File: config.mk
export PLATFORM = sky130hd
export DESIGN_NAME = seg7_scan_driver_flat
export DESIGN_NICKNAME = d
export VERILOG_FILES = /design/src/rtl/seg7_scan_driver_if.sv /design/src/rtl/seg7_scan_driver.sv /design/src/flat_wrapper.sv
export SDC_FILE = /design/constraint.sdc
export NUM_CORES = 1
export LEC_CHECK = 0
export ABC_CLOCK_PERIOD_IN_PS = 3400
export CORE_MARGIN = 5
export CORE_UTILIZATION = 40
export CTS_BUF_LIST = sky130_fd_sc_hd__clkbuf_16
export CTS_CLUSTER_DIAMETER = 120
export DETAILED_ROUTE_END_ITERATION = 6
export PLACE_DENSITY = 0.63
export SETUP_SLACK_MARGIN = 0.05
export SKIP_CTS_REPAIR_TIMING = 1
export SLEW_MARGIN = 20
export SYNTH_ARGS = -nofsm -noshare
export SYNTH_HDL_FRONTEND = slang
export SYNTH_SLANG_ARGS = --single-unit
File: constraint.sdc
create_clock -name clk -period 3.4 [get_ports clk]
set_input_delay 0.51 -clock clk [delete_from_list [all_inputs] [get_ports clk]]
set_output_delay 0.51 -clock clk [all_outputs]
set_load 0.01 [all_outputs]
File: src/rtl/seg7_scan_driver_if.sv
// Value handshake between the time-keeping counters (master) and the
// 7-segment scan driver (slave).
interface seg7_scan_driver_if;
    logic [13:0] value_in;
    logic        value_valid;
    logic        value_ready;

    modport master (
        output value_in,
        output value_valid,
        input  value_ready
    );

    modport slave (
        input  value_in,
        input  value_valid,
        output value_ready
    );
endinterface

File: src/rtl/seg7_scan_driver.sv
// Binary-to-BCD conversion (sequential double dabble) feeding a 4-digit
// multiplexed common-anode 7-segment display with leading-zero blanking.
module seg7_scan_driver #(
    parameter int CLK_FREQ = 50_000_000,
    parameter int SCAN_HZ  = 4_000,
    parameter int BLANK_LZ = 1
) (
    input  logic                clk,
    input  logic                rst,
    seg7_scan_driver_if.slave   vin,
    input  logic [3:0]          dp_in,
    output logic [6:0]          seg,
    output logic                dp,
    output logic [3:0]          an
);

    localparam int DIGIT_DIV = CLK_FREQ / SCAN_HZ;
    localparam int PW        = (DIGIT_DIV > 2) ? $clog2(DIGIT_DIV) : 1;
    localparam logic [PW-1:0] TERM_CNT = PW'(DIGIT_DIV - 1);

    typedef enum logic [1:0] {
        ST_IDLE    = 2'd0,
        ST_CONVERT = 2'd1,
        ST_UPDATE  = 2'd2
    } state_t;

    // Active-low gfedcba font; codes above 9 are unreachable and blank.
    function automatic logic [6:0] seg_font(input logic [3:0] code);
        logic [6:0] f;
        case (code)
            4'd0:    f = 7'b1000000;
            4'd1:    f = 7'b1111001;
            4'd2:    f = 7'b0100100;
            4'd3:    f = 7'b0110000;
            4'd4:    f = 7'b0011001;
            4'd5:    f = 7'b0010010;
            4'd6:    f = 7'b0000010;
            4'd7:    f = 7'b1111000;
            4'd8:    f = 7'b0000000;
            4'd9:    f = 7'b0010000;
            default: f = 7'h7F;
        endcase
        return f;
    endfunction

    // Double-dabble correction: each nibble >= 5 gets +3 before the shift.
    function automatic logic [15:0] dabble_adjust(input logic [15:0] b);
        logic [15:0] r;
        r = b;
        for (int i = 0; i < 4; i++) begin
            if (b[4*i +: 4] >= 4'd5) begin
                r[4*i +: 4] = b[4*i +: 4] + 4'd3;
            end else begin
                r[4*i +: 4] = b[4*i +: 4];
            end
        end
        return r;
    endfunction

    state_t        state_r;
    logic [13:0]   bin_r;
    logic [15:0]   bcd_r;
    logic [3:0]    iter_r;
    logic [15:0]   disp_r;
    logic          ready_r;
    logic [29:0]   shift_s;
    logic [13:0]   sat_value_s;

    logic [PW-1:0] prescale_r;
    logic [1:0]    scan_idx_r;
    logic [6:0]    seg_r;
    logic          dp_r;
    logic [3:0]    an_r;

    logic [1:0]    next_idx_s;
    logic [3:0]    digit_s;
    logic          lead_blank_s;
    logic [3:0]    next_an_s;
    logic [6:0]    next_seg_s;
    logic          next_dp_s;

    // Conversion datapath: saturated input and one adjusted shift step.
    always_comb begin
        sat_value_s = vin.value_in;
        if (vin.value_in > 14'd9999) begin
            sat_value_s = 14'd9999;
        end else begin
            sat_value_s = vin.value_in;
        end
        shift_s = {dabble_adjust(bcd_r), bin_r};
    end

    // Handshake / conversion FSM; display register is written only on completion.
    always_ff @(posedge clk or negedge rst) begin
        if (!rst) begin
            state_r <= ST_IDLE;
            bin_r   <= 14'd0;
            bcd_r   <= 16'd0;
            iter_r  <= 4'd0;
            disp_r  <= 16'd0;
            ready_r <= 1'b1;
        end else begin
            case (state_r)
                ST_IDLE: begin
                    if (vin.value_valid && ready_r) begin
                        bin_r   <= sat_value_s;
                        bcd_r   <= 16'd0;
                        iter_r  <= 4'd0;
                        ready_r <= 1'b0;
                        state_r <= ST_CONVERT;
                    end else begin
                        ready_r <= 1'b1;
                    end
                end
                ST_CONVERT: begin
                    bcd_r  <= shift_s[28:13];
                    bin_r  <= {shift_s[12:0], 1'b0};
                    iter_r <= iter_r + 4'd1;
                    if (iter_r == 4'd13) begin
                        state_r <= ST_UPDATE;
                    end else begin
                        state_r <= ST_CONVERT;
                    end
                end
                ST_UPDATE: begin
                    disp_r  <= bcd_r;
                    ready_r <= 1'b1;
                    state_r <= ST_IDLE;
                end
                default: begin
                    ready_r <= 1'b1;
                    state_r <= ST_IDLE;
                end
            endcase
        end
    end

    assign vin.value_ready = ready_r;

    // Next-digit selection, font lookup and leading-zero blanking.
    always_comb begin
        next_idx_s   = scan_idx_r + 2'd1;
        digit_s      = 4'd0;
        lead_blank_s = 1'b0;
        case (next_idx_s)
            2'd0:    digit_s = disp_r[3:0];
            2'd1:    digit_s = disp_r[7:4];
            2'd2:    digit_s = disp_r[11:8];
            2'd3:    digit_s = disp_r[15:12];
            default: digit_s = 4'd0;
        endcase
        if (BLANK_LZ != 0) begin
            case (next_idx_s)
                2'd1:    lead_blank_s = (disp_r[15:4]  == 12'd0);
                2'd2:    lead_blank_s = (disp_r[15:8]  == 8'd0);
                2'd3:    lead_blank_s = (disp_r[15:12] == 4'd0);
                default: lead_blank_s = 1'b0;
            endcase
        end else begin
            lead_blank_s = 1'b0;
        end
        next_an_s  = ~(4'b0001 << next_idx_s);
        next_seg_s = lead_blank_s ? 7'h7F : seg_font(digit_s);
        next_dp_s  = ~dp_in[next_idx_s];
    end

    // Scan prescaler; display outputs only change on the terminal count.
    always_ff @(posedge clk or negedge rst) begin
        if (!rst) begin
            prescale_r <= {PW{1'b0}};
            scan_idx_r <= 2'd3;
            seg_r      <= 7'h7F;
            dp_r       <= 1'b1;
            an_r       <= 4'hF;
        end else if (prescale_r == TERM_CNT) begin
            prescale_r <= {PW{1'b0}};
            scan_idx_r <= next_idx_s;
            an_r       <= next_an_s;
            seg_r      <= next_seg_s;
            dp_r       <= next_dp_s;
        end else begin
            prescale_r <= prescale_r + PW'(1);
        end
    end

    assign seg = seg_r;
    assign dp  = dp_r;
    assign an  = an_r;

endmodule

File: src/flat_wrapper.sv
// flat-port wrapper written by rule: the top's interface ports become plain ports
module seg7_scan_driver_flat 
#(
    parameter int CLK_FREQ = 50_000_000,
    parameter int SCAN_HZ  = 4_000,
    parameter int BLANK_LZ = 1
)
  (clk, rst, dp_in, seg, dp, an, vin_value_in, vin_value_valid, vin_value_ready);
  seg7_scan_driver_if vin_i ();
  input  logic clk;
  input  logic rst;
  input  logic [3:0] dp_in;
  output logic [6:0] seg;
  output logic dp;
  output logic [3:0] an;
  input wire logic [$bits(vin_i.value_in)-1:0] vin_value_in;
  input wire logic [$bits(vin_i.value_valid)-1:0] vin_value_valid;
  output wire logic [$bits(vin_i.value_ready)-1:0] vin_value_ready;
  assign vin_i.value_in = vin_value_in;
  assign vin_i.value_valid = vin_value_valid;
  assign vin_value_ready = vin_i.value_ready;
  seg7_scan_driver #(.CLK_FREQ(CLK_FREQ), .SCAN_HZ(SCAN_HZ), .BLANK_LZ(BLANK_LZ)) u_core (.clk(clk), .rst(rst), .vin(vin_i), .dp_in(dp_in), .seg(seg), .dp(dp), .an(an));
endmodule
==> summary.md <==
| Metric | Value |
|---|---|
| Status | complete, no violations |
| TNS Setup | 0 ps |
| Maximum clock frequency | about 420 MHz |
| Final critical-path setup slack | between 1000 and 1500 ps |
| Crit start category | flop |
| Number of vias in the routed layout | 2885 |
| Utilization after layout | roughly half |
| Required time of the worst setup path | roughly 3700 ps |
| Combinational family with the most area after synthesis | compound AO/OA/AOI/OAI gates |
| Pre-CTS WS | 1043 ps |
| XOR/XNOR share of the synthesized area | 4.639% |
| Total power divided by cell area | approximately 720 nW/um^2 |
| Starting Density | about two fifths |
| Met1 demand-to-capacity share in global routing | 19.25% |
| Worst EP arrival | ~2700 ps |
| Global-route wire length before repair | between 10 and 15 mm |
| Most congested layer reported by global routing | met2 |
| Number of buffers added by the clock tree synthesis step | 9 |
| # nets final | 454 |
| Delay of the slowest cell on the worst path | 590 ps |
| Post-DRT Antenna Nets | 0 |
| Sequential fraction of the synthesis area | 51.59% |
| Remaining design rule violation count | 0 |
| Unrepaired setup endpoints after global routing | false |
| Number of failing setup endpoints in the final timing report | 0 |
| Time the final worst path needs with I/O delays and setup | 2395 ps |
| Adder-cell share of the synthesized area | roughly 6% |
| Count of maximum capacitance violations | 0 |
| Setup CP Type | flop to flop |
| Cell at the slowest stage of the critical path | sky130_fd_sc_hd__dfstp_2 |
| Post-Syn Instances | 380 |
| Worst setup skew after layout | between 5 and 6 ps |
| Yosys reg bits | between 80 and 90 |
| Proportion of register bits with asynchronous set or reset after synthesis | 100.0% |
| Synthesized Nets | 420 |
| Final count of pins violating max slew | 0 |
| CTS clk-pin slew, worst paths | 60 ps |
| Netlist area before placement | about 4000 sq um |
| Final Hold Viols | 0 |
| Mux share of post-synthesis cell area | roughly 5.0% |
| Fillers | about 960 |
| WL final | between 7 and 8 mm |
| Crit-path max FO | 7 |
| Class of the tightest hold or removal check | input port to async pin |
| Portion of the clock cycle consumed by the worst path in the final layout | a little over 70% |
| Average cell area after synthesis | 10.43 sq um |
| Transition at the pin with the smallest max-transition slack | between 900 and 1000 ps |
| Synth Area in Compound Gates | between 10% and 20% |
| Grt total ovfl | 0 |
| Chip width | 109.6 um |
| Leakage power summed over all cells | about 2 nW |
| Die footprint | 12000 sq um |
| Clock H-tree levels | 3 |
| Footprint of the flip-flops and latches | just over 2000 sq um |
| Count of routing violations after the opening detailed-route iteration | ~130 |
| Routed length per placed instance | roughly 14 um |
| CP Capture Type | flop |
| First-pass iteration count of the detailed router | 5 |
| Most frequent cell on the critical path | sky130_fd_sc_hd__ha_1 |
| Total area of multi-input combinational cells | about 1800 sq um |
| Core footprint | between 9000 and 10000 sq um |
| Vias in the first global route | 2942 |
| IO buf count | 33 |
| Fraction of final layout cells with drive strength greater than 1 | 13.37% |
| Sinks on the clock net | 81 |
| Crit path buffers/inverters | 1 |
| Number of enable-type register cells in the synthesized netlist | 0 |
| Hold Slack | around 220 ps |
| Peak VDD IR | about 0.56 mV |
| Boundary Pins | 34 |
| Total routing resource utilization after global routing | between 10% and 20% |
| Share of synthesized cell area in and, or, nand and nor gates | 14.45% |
| Most used cells in the layout excluding fill and tap cells | sky130_fd_sc_hd__dfrtp_1 (66), sky130_fd_sc_hd__nand2_1 (37), sky130_fd_sc_hd__clkdlybuf4s50_1 (32) |
| Warnings, synthesis | 0 |
| Ys flop type | sky130_fd_sc_hd__dfrtp_1 |
| Leading cell type in the layout, fill and taps excluded | sky130_fd_sc_hd__dfrtp_1 |
| Cell type group with the largest total delay on the critical path | adder cells |
| Post-detail-place hpwl | approximately 5.4 mm |
| Layout area overhead | 18.71% |
| Die Y-Extent | between 100 and 150 um |
| Clock latency reported for the late side of the worst-skew pair | ~330 ps |
| Total power | around 0.0034 W |
| Clock tree from TritonCTS | yes |
| Clock root buffer | sky130_fd_sc_hd__clkbuf_16 |
| Std cell rows | 36 |
| Largest net degree at the start of global routing | slightly above 80 |
| Crit path cell chain | inv_1, ha_1, a222oi_1, mux2i_1, ha_1, or2_2, a21oi_1 |
| Via-to-Cell Ratio | 5.226 |
| Antenna violations before repair | 0 |
| Maximum buffer depth of the clock tree | 2 |
| Rel. slew slack | a little under two fifths |
| Placer Congestion | ~0.8 |
| Number of inserted diodes | 0 |
| Number of distinct library cells after synthesis | between 40 and 50 |
| Met3 Resource Use GR | 3.171% |
| Met2 capacity usage during global routing | a little under a quarter |
## cells by family (layout without fill, tap and decap cells)
family                     count (synthesis)  in the layout
and+or+nand+nor                          119            119
AOI/OAI and AO/OA                         90             90
DFF                                       81             81
buffers and inverters                     33             72
xor gates and xnor gates                  21             21
adders and majority gates                 19             19
muxes                                     17             17
## layout make-up
type,instances,share of cell area (%)
Sequential cell,81,43.46
Timing Repair Buffer,36,7.523
Tap cell,133,3.535
Clock buffer,9,4.785
Inverter,20,1.595
Multi-Input combinational cell,266,38.09
Clock inverter,7,1.010
## worst reg2reg max path: cells and delay by family (launching register included)
kind | cells | cell delay [ps]
AOI/OAI and AO/OA | 2 | 480
and+or+nand+nor | 1 | 290
muxes | 1 | 230
buffers and inverters | 1 | 100
adders and majority gates | 2 | 630
DFF | 1 | 590
## sequential cells by signal, indices dropped and copies added (netlist names)
| signal | count |
|---|---|
| u_core.state_r | 2 |
| u_core.vin.value_ready | 1 |
| u_core.iter_r | 4 |
| u_core.scan_idx_r | 2 |
| u_core.bin_r | 14 |
| u_core.prescale_r | 14 |
| u_core.an | 4 |
| u_core.dp | 1 |
| u_core.disp_r | 16 |
| u_core.bcd_r | 16 |
| u_core.seg | 7 |
## synthesized netlist by cell type, drive strengths merged (3+ instances only)
master  count  area (sq um)
a21o        4         30.03
a21oi      18         90.09
a222oi      3         30.03
a22o        8         70.07
a32o        5         50.05
and3        5         32.53
buf         3         13.76
clkbuf     10         37.54
dfrtp      66          1652
dfstp      15         394.1
ha         19         237.7
inv        20         75.07
mux2       14         157.7
nand2      37         138.9
nand2b      7         43.79
nand3      12         60.06
nor2       30         112.6
nor3       12         76.33
nor4        4         25.02
o21ai      26         130.1
o22ai       8         50.05
o31ai       7         52.55
o32ai       3         26.28
xnor2       9         78.83
xor2       12         105.1
## stage by stage
| step | instances | cell area (sq um) |
|---|---|---|
| floorplan | 380 | 3965 |
| global placement | 536 | 4431 |
| detailed placement | 536 | 4431 |
| CTS | 552 | 4703 |
| global route | 552 | 4707 |
| finish | 552 | 4707 |
## metal layers
layer | vias to the layer above | part of all wire, %
met1 | 1390 | 50
met2 | 62 | 44
met5 | - | 0
li1 | 1418 | -
met4 | 0 | 2.0
met3 | 15 | 4.1
## path summary, 6_finish.rpt
check | depth (start not counted) | end | start | slack, ps
max | 7 | u_core.seg[1]$_DFFE_PN1N_ | u_core.scan_idx_r[0]$_DFFE_PN1N_ | 1000
min | 1 | u_core.disp_r[12]$_DFFE_PN0N_ | rst | 220
max reg2reg | 7 | u_core.seg[1]$_DFFE_PN1N_ | u_core.scan_idx_r[0]$_DFFE_PN1N_ | 1000
min reg2reg | 2 | u_core.bin_r[0]$_DFFE_PN0P_ | u_core.bin_r[0]$_DFFE_PN0P_ | 470
max in group asynchronous | 1 | u_core.bin_r[6]$_DFFE_PN0P_ | rst | 2700
min in group clk | 2 | u_core.bin_r[0]$_DFFE_PN0P_ | u_core.bin_r[0]$_DFFE_PN0P_ | 470
## report_power, final
group	internal [W]	switching [W]	leakage (nW)
logic	0.000491	0.000575	0.902
registers	0.00123	0.000212	0.976
clock network	0.000493	0.000383	0.127
total	0.00221	0.00117	2.00
(Power assumes the default switching activity.)
